## config.mk

```make
export PLATFORM = sky130hd
export DESIGN_NAME = rf_wb_arbiter_flat
export DESIGN_NICKNAME = d
export VERILOG_FILES = /design/src/rtl/rf_wb_if.sv /design/src/rtl/rf_wb_arbiter.sv /design/src/flat_wrapper.sv
export SDC_FILE = /design/constraint.sdc
export NUM_CORES = 1
export LEC_CHECK = 0
export CAP_MARGIN = 20
export CELL_PAD_IN_SITES_DETAIL_PLACEMENT = 1
export CELL_PAD_IN_SITES_GLOBAL_PLACEMENT = 1
export CORE_UTILIZATION = 30
export DETAILED_ROUTE_END_ITERATION = 7
export GPL_TIMING_DRIVEN = 0
export PLACE_DENSITY = 0.75
export SETUP_SLACK_MARGIN = 0.15
export SYNTH_ARGS = -nofsm -noshare
export SYNTH_HDL_FRONTEND = slang
export SYNTH_SLANG_ARGS = --single-unit
```

## constraint.sdc

```tcl
create_clock -name clk -period 4.5 [get_ports clk]
set_input_delay 0.45 -clock clk [delete_from_list [all_inputs] [get_ports clk]]
set_output_delay 0.45 -clock clk [all_outputs]
set_load 0.01 [all_outputs]
```

## src/rtl/rf_wb_if.sv

```systemverilog
// ----------------------------------------------------------------------------
// rf_wb_if : request/response bundle for the register-file write-port arbiter
// Revision : 1.0
// ----------------------------------------------------------------------------
`default_nettype none

interface rf_wb_if #(
   parameter int XLEN = 32,
   parameter int AW   = 5
);
   logic            p_we;
   logic [AW-1:0]   p_addr;
   logic [XLEN-1:0] p_data;
   logic            p_stall;
   logic            m_valid;
   logic [AW-1:0]   m_addr;
   logic [XLEN-1:0] m_data;
   logic            m_ready;
   logic            rf_we;
   logic [AW-1:0]   rf_addr;
   logic [XLEN-1:0] rf_data;
   logic            init_done;

   modport master (
      output p_we, p_addr, p_data, m_valid, m_addr, m_data,
      input  p_stall, m_ready, rf_we, rf_addr, rf_data, init_done
   );

   modport slave (
      input  p_we, p_addr, p_data, m_valid, m_addr, m_data,
      output p_stall, m_ready, rf_we, rf_addr, rf_data, init_done
   );
endinterface

`default_nettype wire

```

## src/rtl/rf_wb_arbiter.sv

```systemverilog
// ----------------------------------------------------------------------------
// rf_wb_arbiter : register-file write-port owner (zeroing sweep + pipeline /
//                 long-latency arbitration). Option macro: WB_CONFLICT_CNT_EN
// Revision      : 1.0
// ----------------------------------------------------------------------------
`default_nettype none

module rf_wb_arbiter #(
   parameter int XLEN         = 32,
   parameter int AW           = 5,
   parameter int FIFO_DEPTH   = 2,
   parameter int STARVE_LIMIT = 4
) (
   input  logic       clk,
   input  logic       reset,
   rf_wb_if.slave     bus
`ifdef WB_CONFLICT_CNT_EN
   ,
   output logic [15:0] conflict_cnt
`endif
);

   localparam int PW  = $clog2(FIFO_DEPTH);
   localparam int AGW = $clog2(STARVE_LIMIT + 1);
   localparam logic [PW:0]    FULL_OCC = (PW+1)'(FIFO_DEPTH);
   localparam logic [AGW-1:0] AGE_LIM  = AGW'(STARVE_LIMIT);

   typedef enum logic [0:0] {
      INIT = 1'b0,
      RUN  = 1'b1
   } state_e;

   state_e          state_q, state_d;
   logic [AW-1:0]   cnt_q, cnt_d;
   logic            done_q, done_d;
   logic [AW-1:0]   fa_q [FIFO_DEPTH];
   logic [XLEN-1:0] fd_q [FIFO_DEPTH];
   logic [PW-1:0]   rd_q, wr_q;
   logic [PW:0]     occ_q, occ_d;
   logic [AGW-1:0]  age_q, age_d;
   logic            head_v, full, enq, deq, lose;

   assign head_v        = (occ_q != '0);
   assign full          = (occ_q == FULL_OCC);
   assign bus.init_done = done_q;

   always_comb begin
      state_d     = state_q;
      cnt_d       = cnt_q;
      done_d      = done_q;
      age_d       = age_q;
      enq         = 1'b0;
      deq         = 1'b0;
      lose        = 1'b0;
      bus.rf_we   = 1'b0;
      bus.rf_addr = '0;
      bus.rf_data = '0;
      bus.m_ready = 1'b0;
      bus.p_stall = 1'b0;

      unique case (state_q)
         INIT: begin
            bus.rf_we   = 1'b1;
            bus.rf_addr = cnt_q;
            bus.p_stall = 1'b1;
            cnt_d       = cnt_q + 1'b1;
            if (cnt_q == '1) begin
               state_d = RUN;
               done_d  = 1'b1;
            end
         end
         RUN: begin
            bus.m_ready = !full;
            // x0 requests complete the handshake but are never buffered
            enq = bus.m_valid && !full && (bus.m_addr != '0);
            if (head_v && (age_q >= AGE_LIM)) begin
               deq         = 1'b1;
               bus.p_stall = bus.p_we;
            end else if (bus.p_we) begin
               lose = head_v;
               if (bus.p_addr != '0) begin
                  bus.rf_we   = 1'b1;
                  bus.rf_addr = bus.p_addr;
                  bus.rf_data = bus.p_data;
               end
            end else if (head_v) begin
               deq = 1'b1;
            end

            if (deq) begin
               bus.rf_we   = 1'b1;
               bus.rf_addr = fa_q[rd_q];
               bus.rf_data = fd_q[rd_q];
               age_d       = '0;
            end else if (lose && (age_q != AGE_LIM)) begin
               age_d = age_q + 1'b1;
            end
         end
      endcase

      unique case ({enq, deq})
         2'b10:   occ_d = occ_q + 1'b1;
         2'b01:   occ_d = occ_q - 1'b1;
         default: occ_d = occ_q;
      endcase
   end

   always_ff @(posedge clk or posedge reset) begin
      if (reset) begin
         state_q <= INIT;
         cnt_q   <= '0;
         done_q  <= 1'b0;
         rd_q    <= '0;
         wr_q    <= '0;
         occ_q   <= '0;
         age_q   <= '0;
      end else begin
         state_q <= state_d;
         cnt_q   <= cnt_d;
         done_q  <= done_d;
         occ_q   <= occ_d;
         age_q   <= age_d;
         if (enq) wr_q <= wr_q + 1'b1;
         if (deq) rd_q <= rd_q + 1'b1;
      end
   end

   // Payload storage needs no reset; occupancy alone defines validity
   always_ff @(posedge clk) begin
      if (enq) begin
         fa_q[wr_q] <= bus.m_addr;
         fd_q[wr_q] <= bus.m_data;
      end
   end

`ifdef WB_CONFLICT_CNT_EN
   logic [15:0] conf_q;

   always_ff @(posedge clk or posedge reset) begin
      if (reset) begin
         conf_q <= '0;
      end else if (lose && (conf_q != 16'hFFFF)) begin
         conf_q <= conf_q + 16'd1;
      end
   end

   assign conflict_cnt = conf_q;
`endif

endmodule

`default_nettype wire

```

## src/flat_wrapper.sv

```systemverilog
// flat-port wrapper written by rule: the top's interface ports become plain ports
module rf_wb_arbiter_flat 
#(
   parameter int XLEN         = 32,
   parameter int AW           = 5,
   parameter int FIFO_DEPTH   = 2,
   parameter int STARVE_LIMIT = 4
)
  (clk, reset, bus_p_we, bus_p_addr, bus_p_data, bus_m_valid, bus_m_addr, bus_m_data, bus_p_stall, bus_m_ready, bus_rf_we, bus_rf_addr, bus_rf_data, bus_init_done);
  rf_wb_if #(.XLEN(XLEN), .AW(AW)) bus_i ();
  input  logic clk;
  input  logic reset;
  input wire logic [$bits(bus_i.p_we)-1:0] bus_p_we;
  input wire logic [$bits(bus_i.p_addr)-1:0] bus_p_addr;
  input wire logic [$bits(bus_i.p_data)-1:0] bus_p_data;
  input wire logic [$bits(bus_i.m_valid)-1:0] bus_m_valid;
  input wire logic [$bits(bus_i.m_addr)-1:0] bus_m_addr;
  input wire logic [$bits(bus_i.m_data)-1:0] bus_m_data;
  output wire logic [$bits(bus_i.p_stall)-1:0] bus_p_stall;
  output wire logic [$bits(bus_i.m_ready)-1:0] bus_m_ready;
  output wire logic [$bits(bus_i.rf_we)-1:0] bus_rf_we;
  output wire logic [$bits(bus_i.rf_addr)-1:0] bus_rf_addr;
  output wire logic [$bits(bus_i.rf_data)-1:0] bus_rf_data;
  output wire logic [$bits(bus_i.init_done)-1:0] bus_init_done;
  assign bus_i.p_we = bus_p_we;
  assign bus_i.p_addr = bus_p_addr;
  assign bus_i.p_data = bus_p_data;
  assign bus_i.m_valid = bus_m_valid;
  assign bus_i.m_addr = bus_m_addr;
  assign bus_i.m_data = bus_m_data;
  assign bus_p_stall = bus_i.p_stall;
  assign bus_m_ready = bus_i.m_ready;
  assign bus_rf_we = bus_i.rf_we;
  assign bus_rf_addr = bus_i.rf_addr;
  assign bus_rf_data = bus_i.rf_data;
  assign bus_init_done = bus_i.init_done;
  rf_wb_arbiter #(.XLEN(XLEN), .AW(AW), .FIFO_DEPTH(FIFO_DEPTH), .STARVE_LIMIT(STARVE_LIMIT)) u_core (.clk(clk), .reset(reset), .bus(bus_i));
endmodule
```

==> results of run 1 <==
[routing by layer]
layer  wire, um  vias up  part of all wire (%)
li1           -     1198                     -
met1       4010     1258                    41
met2       5100       74                    53
met3        388       14                   4.0
met4        191        0                   2.0
met5          0        -                     0
[state kept, by name, indices dropped and copies added (netlist names)]
signal and flops:
u_core.age_q 3, u_core.bus.init_done 1, u_core.cnt_q 5, u_core.fa_q 10
u_core.fd_q 64, u_core.occ_q 2, u_core.rd_q 1, u_core.state_q 1
u_core.wr_q 1
[kinds of logic after synthesis]
family	after synthesis	share of synthesized area, %
flops	88	64.0
mux	39	9.78
buf+inv	21	3.83
fa+ha+maj	5	1.56
compound gates	50	14.6
simple gates	33	4.45
xor+xnor	8	1.74
[cell type report]
| cell class | count | area, um^2 | share of cell area, % |
|---|---|---|---|
| multi-input cells | 135 | 1300 | 22.4 |
| flip-flops and latches | 88 | 2570 | 44.4 |
| inverters | 8 | 30.0 | 0.518 |
| well taps | 172 | 215 | 3.71 |
| clock buffers | 9 | 225 | 3.88 |
| repair buffers | 120 | 1220 | 21.1 |
| plain buffers | 13 | 124 | 2.14 |
| clock inverters | 7 | 110 | 1.90 |
[critical path, delay by kind of cell]
kind / cells / cell delay [ns]
compound gates: 2 / 0.62
buf+inv: 2 / 1.04
simple gates: 2 / 0.37
[power breakdown]
group / internal (uW) / switching, uW / total (uW)
Sequential: 1090 / 67.6 / 1160
Clock: 538 / 305 / 843
Combinational: 564 / 571 / 1130
Total: 2190 / 944 / 3130
[worst min path at each step]
stage | startpoint | to | cells after the start
floorplan | reset | u_core.age_q[0] | 1
finish | u_core.bus.init_done | u_core.bus.init_done | 1
global placement | u_core.bus.init_done | u_core.bus.init_done | 1
global route | u_core.bus.init_done | u_core.bus.init_done | 1
CTS | u_core.bus.init_done | u_core.bus.init_done | 1
detailed placement | u_core.bus.init_done | u_core.bus.init_done | 1
[layout by cell type, fill, tap and decap left out, types with 3 or more instances in the layout]
cell	count
xnor2_1	6
clkdlybuf4s50_1	118
o21ai_0	7
nand2_1	11
mux2i_1	37
clkbuf_16	9
nor2_1	8
edfxtp_1	74
a22oi_1	3
buf_6	8
o2bb2ai_2	30
dfrtp_1	14
inv_1	8
bufinv_16	3
ha_1	5
[through the flow]
stage               util [%]  power, uW  TNS (ns)  cell area [um^2]  hold slack, ns
floorplan                  -       1820         0              4020           0.339
CTS                     45.2       3190         0              5800           0.478
finish                  45.2       3130         0              5800           0.469
global placement        42.2       2270     -1.26              5420           0.454
global route            45.2       3300         0              5800           0.503
detailed placement      42.6       2340         0              5460           0.464
==> results.yml, run 1 <==
grt:
  grt_util_met2_pct: 27.0
  grt_util_met3_pct: 3.15
  grt_pass1_vias: 2952
  grt_pass1_wl_um: 15300
  grt_util_all_layers_pct: 14.8
  grt_max_degree: 25
  met1_usage_pct: 16.4
  antenna_found_initial: 0
  gr-total-overflow: 0
  grt_most_used_layer: "met2"
critical_path:
  r2r_cells: 6
  crit_chain: "clkdlybuf4s50_1, nor2b_1, o21ai_0, a22oi_1, nor2_1, clkdlybuf4s50_1"
  worst-r2r-setup-slack_ns: 2.29
  cp_common_cell: "clkdlybuf4s50_1"
  cp_slowest_cell: "clkdlybuf4s50_1"
  worstSetupEndpointType: "output pin"
  worst-setup-path-type: "primary input to output pin"
  r2r-start: "u_core.state_q"
  slowest_delay_ns: 0.55
  crit_arrival_ns: 2.49
  worstSetupStartpoint: "bus_p_we"
  r2r-end: "u_core.fd_q[0][19]"
  cp.required_ns: 4.05
  crit_path_end: "bus_rf_addr[3]"
  worstSetupStartpointType: "primary input"
  cp_max_fo: 5
yosys:
  synth_edf_count: 74
  synth_commonest_cells: "edfxtp_1, mux2i_1, o2bb2ai_2"
  synth_top_area_cell: "edfxtp_1"
  synth_ff_type: "edfxtp_1"
  synthDistinctLibCells: 37
  synthesis.nets: 327
  yosysMostFrequentCell: "edfxtp_1"
  yosysTopAreaCellShare_pct: 55.3
  synthesis.area_mm2: 0.00402
  seq_area_frac_synth_pct: 64.0
  ys_ff_latch: 88
  syn_inst: 244
  syn_avg_cell_area_um2: 16.5
  netlist_top_cells_area: "edfxtp_1, o2bb2ai_2, mux2i_1"
  synthArstFlopShare_pct: 15.9
  yosysWarningCount: 0
layout:
  nNetsFinal: 458
  antenna_cells: 0
  final_cells: 552
  fillers: 1318
  drive_gt1_share_pct: 17.9
  area_growth_pct: 44.3
routing:
  vias: 2544
  wirelength_um: 9690
  wl_per_cell_um: 17.6
  drc: 0
  drtAntennaViolNets: 0
  drt_iter0_drc: 95
  via_per_inst: 4.61
  first_pass_iters: 4
status:
  status: "complete, no violations"
cts:
  cts_made_buffers: 9
  clkTransAtPathRegs_ns: 0.06
  cts_hold_buf: 0
  cts_max_path_buffers: 2
  htree_levels: 3
  cts.sinks: 88
  clock_latency_ns: 0.34
  postCtsSetupRepairBufs: 0
  cts_resized: 0
  root_buffer: "clkbuf_16"
  tritoncts: "done"
pwr:
  vdd_ir_drop_max_mv: 0.308
  power_leakage_uw: 0.00214
  powerDensity_mw_per_mm2: 540
placement:
  post-place-ws_ns: 1.56
  gp_congestion: 0.730
  dp.final_hpwl_um: 6960
  place_inst: 536
  port_buffers: 118
hold_path:
  hp-class: "flop to flop"
timing:
  layout_min_cycle_time_ns: 2.94
  fin_crit_sh_pct: 65.3
  fmax_mhz: 340
  rsz0062_at_grt: "no"
  max_slew.worst_pin.slew_ns: 0.658
  skew_ns: 0.00705
  finalHoldViolations: 0
  drv_slew: 0
  maxSlewHeadroom_pct: 56.0
  worst_slack_ns: 1.56
  setup_viol_count_final: 0
floorplan:
  core_region_area_mm2: 0.0128
  fp.dieW_um: 118
  die_h_um: 118
  num_io_pins: 119
  initial_core_util_pct: 31.3
  fp.dieArea_mm2: 0.0139
  num_rows: 41
run:
  drv_cap: 0
No activity file was read; power rests on OpenSTA's default activity.
==> inputs of run 2 (changes only) <==
==> constraint.sdc (replaced) <==
create_clock -name clk -period 3 [get_ports clk]
set_input_delay 0.3 -clock clk [delete_from_list [all_inputs] [get_ports clk]]
set_output_delay 0.3 -clock clk [all_outputs]
set_load 0.01 [all_outputs]
==> run 2 against run 1 <==
Sequential share of layout area grew 0.48 points. Flip-flop and latch count is the same. Core utilization shrank 0.49 points. Critical endpoint is now bus_rf_data[27]. Largest cell class unchanged. Largest power group unchanged.
==> results.yml, run 2 (synthesized netlist as in run 1, its figures left out) <==
status:
  status: "complete, no violations"
hold_path:
  hp-class: "primary input to async pin"
layout:
  layout_commonest_cell: "clkdlybuf4s50_1"
  final_cells: 552
  reg_top3: "u_core.fd_q x64, u_core.fa_q x10, u_core.cnt_q x5"
  final_cell_mix: "clkdlybuf4s50_1, edfxtp_1, mux2i_1, o2bb2ai_2, dfrtp_1"
  nNetsFinal: 458
  area_growth_pct: 42.7
  top_register: "u_core.fd_q"
  drive_gt1_share_pct: 18.2
  antenna_cells: 0
  largest_reg_flops: 64
floorplan:
  core_region_area_mm2: 0.0128
  num_io_pins: 119
  num_rows: 41
  die_h_um: 118
  initial_core_util_pct: 31.3
  fp.dieArea_mm2: 0.0139
  fp.dieW_um: 118
timing:
  setup_viol_count_final: 0
  skew_ns: 0.00668
  hold_ws_ns: 0.342
  rsz0062_at_grt: "no"
  drv_slew: 0
  fin_crit_sh_pct: 89.4
  finalHoldViolations: 0
  fmax_mhz: 373
  max_slew.worst_pin.slew_ns: 0.645
  maxSlewHeadroom_pct: 56.9
  layout_min_cycle_time_ns: 2.68
grt:
  antenna_found_initial: 0
  grt_max_degree: 24
  gr-total-overflow: 0
  grt_pass1_vias: 2788
  grt_pass1_wl_um: 14400
  grt_util_all_layers_pct: 13.5
cts:
  clkTransAtPathRegs_ns: 0.06
  cts_max_path_buffers: 2
  postCtsSetupRepairBufs: 0
  cts_resized: 0
  cts_hold_buf: 0
  clock_latency_ns: 0.33
  tritoncts: "done"
  root_buffer: "clkbuf_16"
  htree_levels: 3
  cts_made_buffers: 9
  cts.sinks: 88
critical_path:
  r2r-start: "u_core.state_q"
  worstSetupStartpointType: "flop"
  worst-r2r-setup-slack_ns: 0.79
  worst-path-stages: 6
  crit_chain: "o21ai_2, nand2_2, nor3_4, buf_6, o2bb2ai_2, clkdlybuf4s50_1"
  cp_slowest_cell: "clkdlybuf4s50_1"
  worstSetupStartpoint: "u_core.occ_q[0]"
  crit_path_end: "bus_rf_data[27]"
  cp.required_ns: 2.70
  worstSetupEndpointType: "output pin"
  worst-setup-path-type: "flop to output pin"
  cp_max_fo: 10
  r2r-end: "u_core.fd_q[0][28]"
  r2r_cells: 6
  crit_arrival_ns: 2.38
  path_buf_inv: 2
  slowest_delay_ns: 0.57
  cp_top_family: "buffers and inverters"
routing:
  drc: 0
  wl_per_cell_um: 16.6
  wirelength_um: 9180
  via_per_inst: 4.55
  drt_iter0_drc: 74
  drtAntennaViolNets: 0
  first_pass_iters: 5
  vias: 2512
pwr:
  powerDensity_mw_per_mm2: 774
  vdd_ir_drop_max_mv: 0.332
  power_leakage_uw: 0.00212
placement:
  port_buffers: 118
  gp_congestion: 0.738
  dp.final_hpwl_um: 6720
  place_inst: 536
run:
  drv_cap: 0
## run 2: cell types whose count changed in the layout (fill, tap and decap cells not counted), sizes merged
| cell | delta |
|---|---|
| bufinv | -3 |
| clkinv | +2 |
| inv | +1 |
## run 2: cell type report
type,instances,area (um^2)
Multi-Input combinational cell,135,1300
Fill cell,1307,7090
Clock inverter,7,47.5
Sequential cell,88,2570
Clock buffer,9,225
Buffer,13,124
Timing Repair Buffer,120,1220
Inverter,8,30.0
Tap cell,172,215
## run 2: worst min-delay path by stage
stage	startpoint	to	slack [ns]	cells past startpoint
finish	reset	u_core.cnt_q[3]	0.34	2
global route	reset	u_core.cnt_q[3]	0.39	2
CTS	reset	u_core.cnt_q[3]	0.36	2
detailed placement	u_core.bus.init_done	u_core.bus.init_done	0.46	1
global placement	u_core.bus.init_done	u_core.bus.init_done	0.45	1
floorplan	reset	u_core.age_q[0]	0.19	1
## run 2: report_power, final
group / total, uW / switching [uW] / internal [uW]
logic: 1680 / 839 / 844
clock network: 1030 / 464 / 561
registers: 1730 / 98.5 / 1630
total: 4440 / 1400 / 3040
## run 2: worst reg2reg max path: stages (launching register included)
cell and delay (ns):
dfrtp_1 0.33, buf_4 0.16, inv_1 0.14, a21oi_1 0.24
o211a_1 0.26, nor2b_4 0.53, buf_12 0.26
## run 2: stage by stage
step	power (uW)	area [um^2]	setup TNS, ns	setup WS [ns]	utilization (%)
after floorplan	2720	4020	0	0.522	-
after global placement	3410	5420	-10.48	-0.230	42.2
after detailed placement	3480	5460	0	0.383	42.6
after CTS	4510	5740	0	0.206	44.7
after global routing	4660	5740	0	0.191	44.7
final	4440	5740	0	0.319	44.7
## run 2: metal layers
metal	up-vias	global-route usage (%)	part of all wire (%)
met4	0	5.05	1.4
met5	-	0	0
met2	72	24.7	52
met1	1229	15.6	42
li1	1200	-	-
met3	11	2.62	4.5
